### src/rtl/pe_rx_checker_pkg.sv
`default_nettype none
// +----------------------------------------------------------------------+
// | pe_rx_checker_pkg: NoC packet field layout shared by PE and router.  |
// | Rev 1.0                                                              |
// +----------------------------------------------------------------------+
package pe_rx_checker_pkg;

  localparam int unsigned NOC_DATA_WIDTH  = 32;
  localparam int unsigned NOC_ADDR_WIDTH  = 2;
  localparam int unsigned NOC_TOTAL_WIDTH = 35;
  localparam int unsigned NOC_PAYLOAD_LSB = 0;

  // Destination field sits directly above the payload.
  function automatic int unsigned noc_dest_lsb(input int unsigned data_width);
    return data_width;
  endfunction

endpackage
`default_nettype wire

### src/rtl/pe_rx_seq_tracker.sv
`default_nettype none
// +----------------------------------------------------------------------+
// | pe_rx_seq_tracker: range match and in-order check for one source.    |
// | Rev 1.0                                                              |
// +----------------------------------------------------------------------+
module pe_rx_seq_tracker
  import pe_rx_checker_pkg::*;
#(
  parameter int unsigned s         = 0,
  parameter int unsigned PktLmit   = 100,
  parameter int unsigned DataWidth = NOC_DATA_WIDTH
) (
  input  wire logic                 clk,
  input  wire logic                 rst,
  input  wire logic                 i_valid,
  input  wire logic [DataWidth-1:0] i_payload,
  output logic                      o_hit,
  output logic                      o_err
);

  localparam int unsigned c_EXT_W = DataWidth + 1;
  localparam logic [c_EXT_W-1:0] c_LO = c_EXT_W'(PktLmit * s);
  localparam logic [c_EXT_W-1:0] c_HI = c_EXT_W'(PktLmit * (s + 1));

  logic [DataWidth-1:0] r_exp;
  logic [c_EXT_W-1:0]   w_pay_ext;

  // One extra bit keeps the upper bound of the last source from overflowing.
  assign w_pay_ext = {1'b0, i_payload};
  assign o_hit     = (w_pay_ext >= c_LO) && (w_pay_ext < c_HI);
  assign o_err     = o_hit && (i_payload != r_exp);

  always_ff @(posedge clk) begin
    if (rst) begin
      r_exp <= c_LO[DataWidth-1:0];
    end else if (i_valid && o_hit) begin
      r_exp <= i_payload + 1'b1;
    end
  end

endmodule
`default_nettype wire

### config.mk
export PLATFORM = sky130hd
export DESIGN_NAME = pe_rx_seq_tracker
export DESIGN_NICKNAME = d
export VERILOG_FILES = /design/src/rtl/pe_rx_checker_pkg.sv /design/src/rtl/pe_rx_seq_tracker.sv
export SDC_FILE = /design/constraint.sdc
export NUM_CORES = 1
export LEC_CHECK = 0
export ABC_AREA = 1
export BUFFER_PORTS_ARGS = -buffer_cell sky130_fd_sc_hd__clkbuf_2
export CAP_MARGIN = 30
export CORE_MARGIN = 1
export CORE_UTILIZATION = 49
export CTS_CLUSTER_DIAMETER = 40
export DETAILED_ROUTE_END_ITERATION = 10
export GPL_TIMING_DRIVEN = 0
export PLACE_DENSITY = 0.72
export RECOVER_POWER = 50
export SLEW_MARGIN = 25
export SYNTH_ARGS = -nofsm -noshare
export SYNTH_HDL_FRONTEND = slang
export SYNTH_SLANG_ARGS = --single-unit
### constraint.sdc
create_clock -name clk -period 1.2 [get_ports clk]
set_input_delay 0.18 -clock clk [delete_from_list [all_inputs] [get_ports clk]]
set_output_delay 0.18 -clock clk [all_outputs]
set_load 0.02 [all_outputs]
-- Word-level counts from Yosys, hierarchy flattened
Index checks and enable logic that the tools add are counted.
- flip-flop bits (word level): 32
- bits of input ports: 35
- output and inout port bits: 2
- logic and storage cells: 8
- $add $sub $neg: 1
- magnitude comparators: 2
- eq/ne operators: 1
- reduce and logical (&&, ||, !) cells: 3
- operator list (kind ; count):
    adder 32 x 1 -> 32 bit (second input constant) ; 1
    greater-or-equal comparator 32 x 1 -> 1 bit (second input constant) ; 1
    less-than comparator 32 x 7 -> 1 bit (second input constant) ; 1
    inequality test 32 bit ; 1
    logical AND 1 bit ; 3

-- Depth between registers and ports, before layout
Gate-level depths: netlist (run 1).
- word-level depth: 3
- depth in mapped cells: 9

-- Worst setup path after synthesis (run 1)
OpenSTA, ideal clock, no wires.
- path kind: in2out
- from: input i_payload[8]
- to: output o_err
- data arrival time: 1.278 ns
- slack: -0.258 ns
- stages on the path: 7
- cell sequence: or2_0 > nor2_1 > nand2_1 > nor2_4 > buf_6 > inv_1 > nor2_1
- cells in the longest elaborated chain, start to end: 3
- elaborated cells between the ends (all ways): 5
- classes of those cells: order compare: 2; eq/ne: 1; reduce/logical: 2
- ends and longest elaborated chain (what ; RTL line ; RTL):
    start, declared ; pe_rx_seq_tracker.sv:16 ; input wire logic [DataWidth-1:0] i_payload,
    greater-or-equal comparator 32 x 1 -> 1 bit / less-than comparator 32 x 7 -> 1 bit (equally long branches) ; pe_rx_seq_tracker.sv:30 ; assign o_hit = (w_pay_ext >= c_LO) && (w_pay_ext < c_HI);
    logical AND 1 bit (*) ; pe_rx_seq_tracker.sv:30 ;
    named net o_hit ; pe_rx_seq_tracker.sv:17 ; output logic o_hit,
    logical AND 1 bit (*) ; pe_rx_seq_tracker.sv:31 ; assign o_err = o_hit && (i_payload != r_exp);
    end, declared ; pe_rx_seq_tracker.sv:18 ; output logic o_err
The timed path passes the listed nets; every way through them passes the cells marked *.

-- Worst setup path after layout (run 1)
- from: register r_exp[3]
- to: output o_err
- cells in the longest elaborated chain, start to end: 2
- ends and longest elaborated chain (what ; RTL line ; RTL):
    start, declared ; pe_rx_seq_tracker.sv:25 ; logic [DataWidth-1:0] r_exp;
    start signal, assigned ; pe_rx_seq_tracker.sv:35 ; r_exp <= c_LO[DataWidth-1:0];
    start signal, assigned ; pe_rx_seq_tracker.sv:37 ; r_exp <= i_payload + 1'b1;
    inequality test 32 bit ; pe_rx_seq_tracker.sv:31 ;
    logical AND 1 bit ; pe_rx_seq_tracker.sv:31 ;
Every way passes these cells.

==> results of run 1 <==
cells by family after synthesis:
family / share of synthesized area
AND/OR/NAND/NOR: 0.422
buffers and inverters: 0.105
flip-flops: 0.358
XOR/XNOR: 0.0880
AO/OA/AOI/OAI: 0.0196
adder cells (fa/ha/maj): 0.00698
how the worst max path moves through the flow:
stage / cells past startpoint / from / slack, ns / to
finish: 10 / r_exp[3] / -0.54 / o_err
global route: 10 / r_exp[1] / -0.66 / o_err
CTS: 8 / r_exp[18] / -0.58 / o_err
detailed placement: 10 / i_payload[25] / -0.36 / o_err
global placement: 10 / i_payload[2] / -0.36 / o_err
floorplan: 7 / i_payload[8] / -0.05 / o_err
power by group through the flow:
stage	Sequential, mW	Clock, mW	Combinational (mW)
3_3_place_gp	1.09	0	0.226
6_report	1.06	0.824	0.233
4_1_cts	1.06	0.847	0.232
5_1_grt	1.06	0.913	0.268
3_5_place_dp	1.09	0	0.231
2_1_floorplan	1.09	0	0.121
final cells by class:
| cell class | count | area, um^2 |
|---|---|---|
| clock inverter | 2 | 35.0 |
| fill | 357 | 1240 |
| clock buffer | 6 | 41.3 |
| timing repair buffer | 38 | 215 |
| buffer | 7 | 50.0 |
| multi-input combinational | 219 | 981 |
| tap | 46 | 57.6 |
| sequential | 32 | 651 |
| inverter | 37 | 141 |
metal layers:
metal  vias up  wire (um)  global-route usage
li1        955          -                   -
met1       749       1720               0.251
met2        27       1740               0.363
met3         8        185              0.0602
met4         0         91               0.105
met5         -          0                   0
synth_stat cells (2+ instances only):
| cell type | count | share of area |
|---|---|---|
| nand3_1 | 12 | 0.034 |
| xor2_1 | 15 | 0.073 |
| clkbuf_1 | 2 | 0.0042 |
| xnor2_1 | 3 | 0.015 |
| nand2_1 | 98 | 0.21 |
| nor2_1 | 80 | 0.17 |
| a21oi_1 | 7 | 0.020 |
| inv_1 | 37 | 0.078 |
| dfxtp_1 | 32 | 0.36 |
| buf_6 | 3 | 0.019 |
through the flow:
step	total power, mW	std cells	utilization	instance area, um^2	setup slack (ns)
5_1_grt	2.24	387	0.636	2170	-0.664
6_report	2.12	387	0.636	2170	-0.543
3_5_place_dp	1.32	376	0.596	2030	-0.358
4_1_cts	2.14	387	0.632	2160	-0.579
2_1_floorplan	1.21	295	-	1800	-0.0514
3_3_place_gp	1.31	376	0.596	2030	-0.364
critical path, delay by kind of cell, from the launching register on:
kind / cells / cell delay, ns
AND/OR/NAND/NOR: 8 / 0.69
flip-flops: 1 / 0.36
buffers and inverters: 2 / 0.17
what timing repair did:
action,4_1_cts,5_1_grt
buffers inserted,3,1
pin swaps,11,8
setup endpoints to repair,2,9
resized for setup,8,12
==> out/results.tsv, run 1 <==
stage	metric	value	unit
run_status	status	complete, but fails checks	
run_status	failing checks	setup timing	
power	Net Sw Frac	0.248	
critical_path	CP Launch Type	flip-flop	
power	leakage	1.08	nW
critical_path	Slowest-stage cell, CP	dfxtp_1	
critical_path	crit-path most repeated cell	nand2_1	
timing	Final min period	1.74	ns
timing	Slew Limit Fails	0	
drt	Vias	1739	
worst_hold_path	hold endpoint	r_exp[14]	
drt	# DRC	0	
timing	max frequency	0.574	GHz
critical_path	Critical Path AT	1.56	ns
layout	Largest Register	r_exp	
logic_synthesis	prevailing post-synth register cell	dfxtp_1	
timing	final setup skew	0	ns
layout	Largest register FFs	32	
grt	grt ovf	0	
worst_hold_path	hold crit path type	input port to flip-flop	
cts	total clock buffers created by CTS	5	
power	clock network fraction of design power	0.389	
critical_path	Critical Path Fanout Max	3	
timing	RSZ-0062 raised after global routing	yes	
logic_synthesis	Mapped Nets	331	
logic_synthesis	Mapped Area	0.00179	mm^2
placed_design	hpwl dp	2.74	mm
placed_design	final RePlAce weighted congestion	0.752	
layout	n_diodes	0	
logic_synthesis	Synth warnings	0	
logic_synthesis	Yosys cell types	16	
floorplan	Initial Util	0.525	
logic_synthesis	flops & latches, synth	32	
floorplan	Core ar.	0.00342	mm^2
timing	Final Cycle Share	1.45	
drt	routed len/inst	9.66	um
grt	largest net degree at the start of global routing	11	
cts	clk_lat worst skew	0.34	ns
grt	first-pass GRT wire length	6.60	mm
layout	layout cells sized above 1	0.191	
cts	hold buffer count at CTS	0	
timing	TNS Setup	-2.57	ns
logic_synthesis	Async SR Flop Fraction	0	
timing	setup ws final	-0.543	ns
power	PD cells	975	mW/mm^2
cts	register clock-pin slew on the reported worst setup and hold paths	0.10	ns
critical_path	flop-to-flop setup slack	0.57	ns
drt	DRT iter0 DRCs	70	
layout	biggest regs	r_exp (32)	
critical_path	Worst path max stage delay	0.36	ns
critical_path	worst r2r path cells	2	
drt	first-pass iteration count of the detailed router	4	
timing	count of final hold-check violations	0	
layout	Nets	376	
critical_path	crit-path cells	inv_1, nand2_1, nand2_1, nor2_1, nand2_1, nor2_1, nand2_1, nor2_2, nor2_4, buf_8	
timing	Relative slew margins	0.707	
timing	Worst-Margin Slew	0.439	ns
logic_synthesis	sequential fraction of the synthesis area	0.358	
floorplan	Die Span Y	62.5	um
worst_hold_path	hold_sp	rst	
drt	antenna-violating nets left	0	
layout	Layout area overhead	21.2	%
cts	root buf cell	clkbuf_4	
grt	antenna violations before repair	0	
power	maximum vdd drop	0.000736	V
power	internal power	1.59	mW
cts	H-tree depth reported by CTS	2	
logic_synthesis	Syn Area/Cell	6.07	um^2
logic_synthesis	EDFF count, synth	0	
power	Switch Pwr	0.525	mW
floorplan	IO Pins	37	
critical_path	crit path kind	flip-flop to output pin	
power	Logic pwr share	0.110	
worst_hold_path	WHS Path Cells	2	
floorplan	Die W	62.5	um
cts	clk sink count	32	
floorplan	Rows	21	
logic_synthesis	Syn Inst Count	295	
drt	drt total wl	3.74	mm
cts	CTS tree	yes	
critical_path	worst r2r src	r_exp[0]	
grt	vias in the first global route	1585	
layout	most frequent cells in the layout	98 x nand2_1, 76 x nor2_1, 35 x inv_1	
critical_path	Crit. End Element	output pin	
critical_path	RR Endpoint	r_exp[0]	
timing	Setup-failing EPs final	22	
timing	Hold Slack	0.171	ns
power	Seq pwr share	0.501	
grt	GRT Util Overall	0.216	
cts	clk buf depth	2	
layout	commonest non-fill, non-tap cell in the layout	nand2_1	
placed_design	PortBufs	35	
run	# Max-Cap Violations	0	
floorplan	DIE AREA	0.00390	mm^2
drt	Vias/cell	4.49	
critical_path	CP Data Required Time	1.02	ns
No activity file was read; power rests on OpenSTA's default activity.
==> run 2, diff against run 1 <==
--- a/config.mk
+++ b/config.mk
@@ -8,7 +8,8 @@
 export ABC_AREA = 1
 export BUFFER_PORTS_ARGS = -buffer_cell sky130_fd_sc_hd__clkbuf_2
 export CAP_MARGIN = 30
-export CORE_MARGIN = 1
+export CORE_ASPECT_RATIO = 0.9
+export CORE_MARGIN = 1.5
 export CORE_UTILIZATION = 49
 export CTS_CLUSTER_DIAMETER = 40
 export DETAILED_ROUTE_END_ITERATION = 10
==> out/results.tsv, run 2 (same netlist as run 1, synthesis figures left out) <==
stage	metric	value	unit	change
layout	register area	658	um^2	was 651 um^2
drt	antenna-violating nets left	0		unchanged
drt	routed len/inst	9.91	um	was 9.66 um
power	PD cells	901	mW/mm^2	was 975 mW/mm^2
drt	Vias/cell	4.49		about the same
floorplan	Die Span Y	60.4	um	was 62.5 um
run_status	status	complete, but fails checks		unchanged
timing	count of final hold-check violations	0		unchanged
power	Pwr Total	2.16	mW	was 2.12 mW
cts	clk_lat worst skew	0.28	ns	was 0.34 ns
worst_hold_path	hold endpoint	r_exp[16]		was r_exp[14]
cts	clk sink count	32		unchanged
cts	root buf cell	clkbuf_8		was clkbuf_4
timing	RSZ-0062 raised after global routing	yes		unchanged
grt	GRT Util Overall	0.194		was 0.216
drt	# DRC	0		unchanged
timing	max frequency	0.609	GHz	was 0.574 GHz
floorplan	Die W	66.7	um	was 62.5 um
drt	first-pass iteration count of the detailed router	6		was 4
layout	most frequent cells in the layout	78 x nand2_1, 71 x nor2_1, 35 x inv_1		was 98 x nand2_1, 76 x nor2_1, 35 x inv_1
timing	setup ws final	-0.441	ns	was -0.543 ns
cts	register clock-pin slew on the reported worst setup and hold paths	0.07	ns	was 0.10 ns
layout	Largest register FFs	32		unchanged
placed_design	hpwl dp	2.69	mm	was 2.74 mm
floorplan	Rows	20		was 21
timing	Final min period	1.64	ns	was 1.74 ns
cts	total clock buffers created by CTS	5		unchanged
placed_design	final RePlAce weighted congestion	0.803		was 0.752
run	# Max-Cap Violations	0		unchanged
critical_path	crit path kind	flip-flop to output pin		unchanged
cts	CTS tree	yes		unchanged
placed_design	PortBufs	35		unchanged
layout	Post-Layout Cell Count	390		was 387
cts	H-tree depth reported by CTS	2		unchanged
cts	clk buf depth	2		unchanged
layout	biggest regs	r_exp (32)		unchanged
floorplan	IO Pins	37		unchanged
critical_path	Critical Path AT	1.46	ns	was 1.56 ns
power	maximum vdd drop	0.000763	V	was 0.000736 V
critical_path	flop-to-flop setup slack	0.58	ns	was 0.57 ns
drt	DRT iter0 DRCs	34		was 70
placed_design	Inst Count DP	374		was 376
layout	Multi-input gate area	0.00109	mm^2	was 981 um^2
worst_hold_path	hold_sp	rst		unchanged
critical_path	RR Endpoint	r_exp[1]		was r_exp[0]
timing	Worst-Margin Slew	0.499	ns	was 0.439 ns
drt	Vias	1753		was 1739
cts	hold buffer count at CTS	0		unchanged
placed_design	Post-Place Setup Slack	-0.378	ns	was -0.358 ns
floorplan	Core ar.	0.00343	mm^2	was 0.00342 mm^2
floorplan	DIE AREA	0.00403	mm^2	was 0.00390 mm^2
layout	Nets	381		was 376
layout	layout cells sized above 1	0.301		was 0.191
grt	first-pass GRT wire length	5.86	mm	was 6.60 mm
worst_hold_path	WHS Path Cells	2		unchanged
critical_path	Crit. End Element	output pin		unchanged
grt	grt ovf	0		unchanged
layout	fillers	315		was 357
timing	Slew Limit Fails	0		unchanged
timing	Setup-failing EPs final	28		was 22
power	leakage	1.15	nW	was 1.08 nW
layout	commonest non-fill, non-tap cell in the layout	nand2_1		unchanged
grt	largest net degree at the start of global routing	11		unchanged
critical_path	CP Data Required Time	1.02	ns	about the same
timing	Final Cycle Share	1.37		was 1.45
critical_path	worst r2r src	r_exp[1]		was r_exp[0]
timing	final setup skew	0	ns	unchanged
critical_path	Critical Path Fanout Max	3		unchanged
grt	antenna violations before repair	0		unchanged
timing	Hold Slack	0.227	ns	was 0.171 ns
drt	drt total wl	3.87	mm	was 3.74 mm
layout	Largest Register	r_exp		unchanged
layout	Layout area overhead	34.0	%	was 21.2%
grt	vias in the first global route	1457		was 1585
critical_path	worst r2r path cells	2		unchanged
layout	n_diodes	0		unchanged
run_status	failing checks	setup timing		unchanged
worst_hold_path	hold crit path type	input port to flip-flop		unchanged
critical_path	CP Launch Type	flip-flop		unchanged
timing	Relative slew margins	0.667		was 0.707
floorplan	Initial Util	0.523		was 0.525
run 2: power by group:
part | switching (mW) | internal, mW
registers | 0.00000000560 | 1.06
clock network | 0.396 | 0.465
logic | 0.141 | 0.100
total | 0.537 | 1.63
run 2: how the worst max path moves through the flow:
| stage | startpoint | to | slack, ns | cells after the start |
|---|---|---|---|---|
| floorplan | i_payload[8] | o_err | -0.05 | 7 |
| global placement | i_payload[8] | o_err | -0.37 | 9 |
| detailed placement | i_payload[20] | o_err | -0.38 | 10 |
| CTS | r_exp[16] | o_err | -0.47 | 8 |
| global route | r_exp[1] | o_err | -0.56 | 10 |
| finish | r_exp[1] | o_err | -0.44 | 10 |
run 2: area by class of cell:
cell class              count  share of cell area
plain buffers               7              0.0240
well taps                  44              0.0229
clock inverters             1             0.00313
inverters                  37              0.0589
clock buffers               7              0.0360
repair buffers             43               0.128
multi-input cells         219               0.453
flip-flops and latches     32               0.274
run 2: metal layers:
layer	share of wire	up-vias	global-route usage	wire, um
met4	0.010	0	0.0612	40
met2	0.46	38	0.323	1780
met1	0.48	745	0.247	1850
met3	0.050	6	0.0557	193
met5	0	-	0	0
li1	-	964	-	-
run 2: critical path, stage by stage (launching register included):
cell     delay (ns)
dfxtp_1        0.38
nand2_1        0.06
inv_1          0.05
nor2_1         0.03
nor2_1         0.10
nand2_1        0.06
nor2_1         0.12
nand2_2        0.08
nor2_4         0.13
nor2_4         0.05
buf_8          0.12
run 2: what timing repair did:
action                                 4_1_cts  5_1_grt
pin swaps                                    9       14
gates resized for setup                     10       54
setup endpoints to repair                    2       22
setup buffers                                3        4
endpoints found under the hold margin        0        0
cloned                                       0        2
run 2: per-stage QoR:
stage	TNS, ns	area (um^2)	util
finish	-2.55	2400	0.700
floorplan	-0.0514	1800	-
CTS	-0.573	2180	0.637
detailed placement	-7.95	2030	0.593
global placement	-7.54	2030	0.593
global route	-4.98	2400	0.700
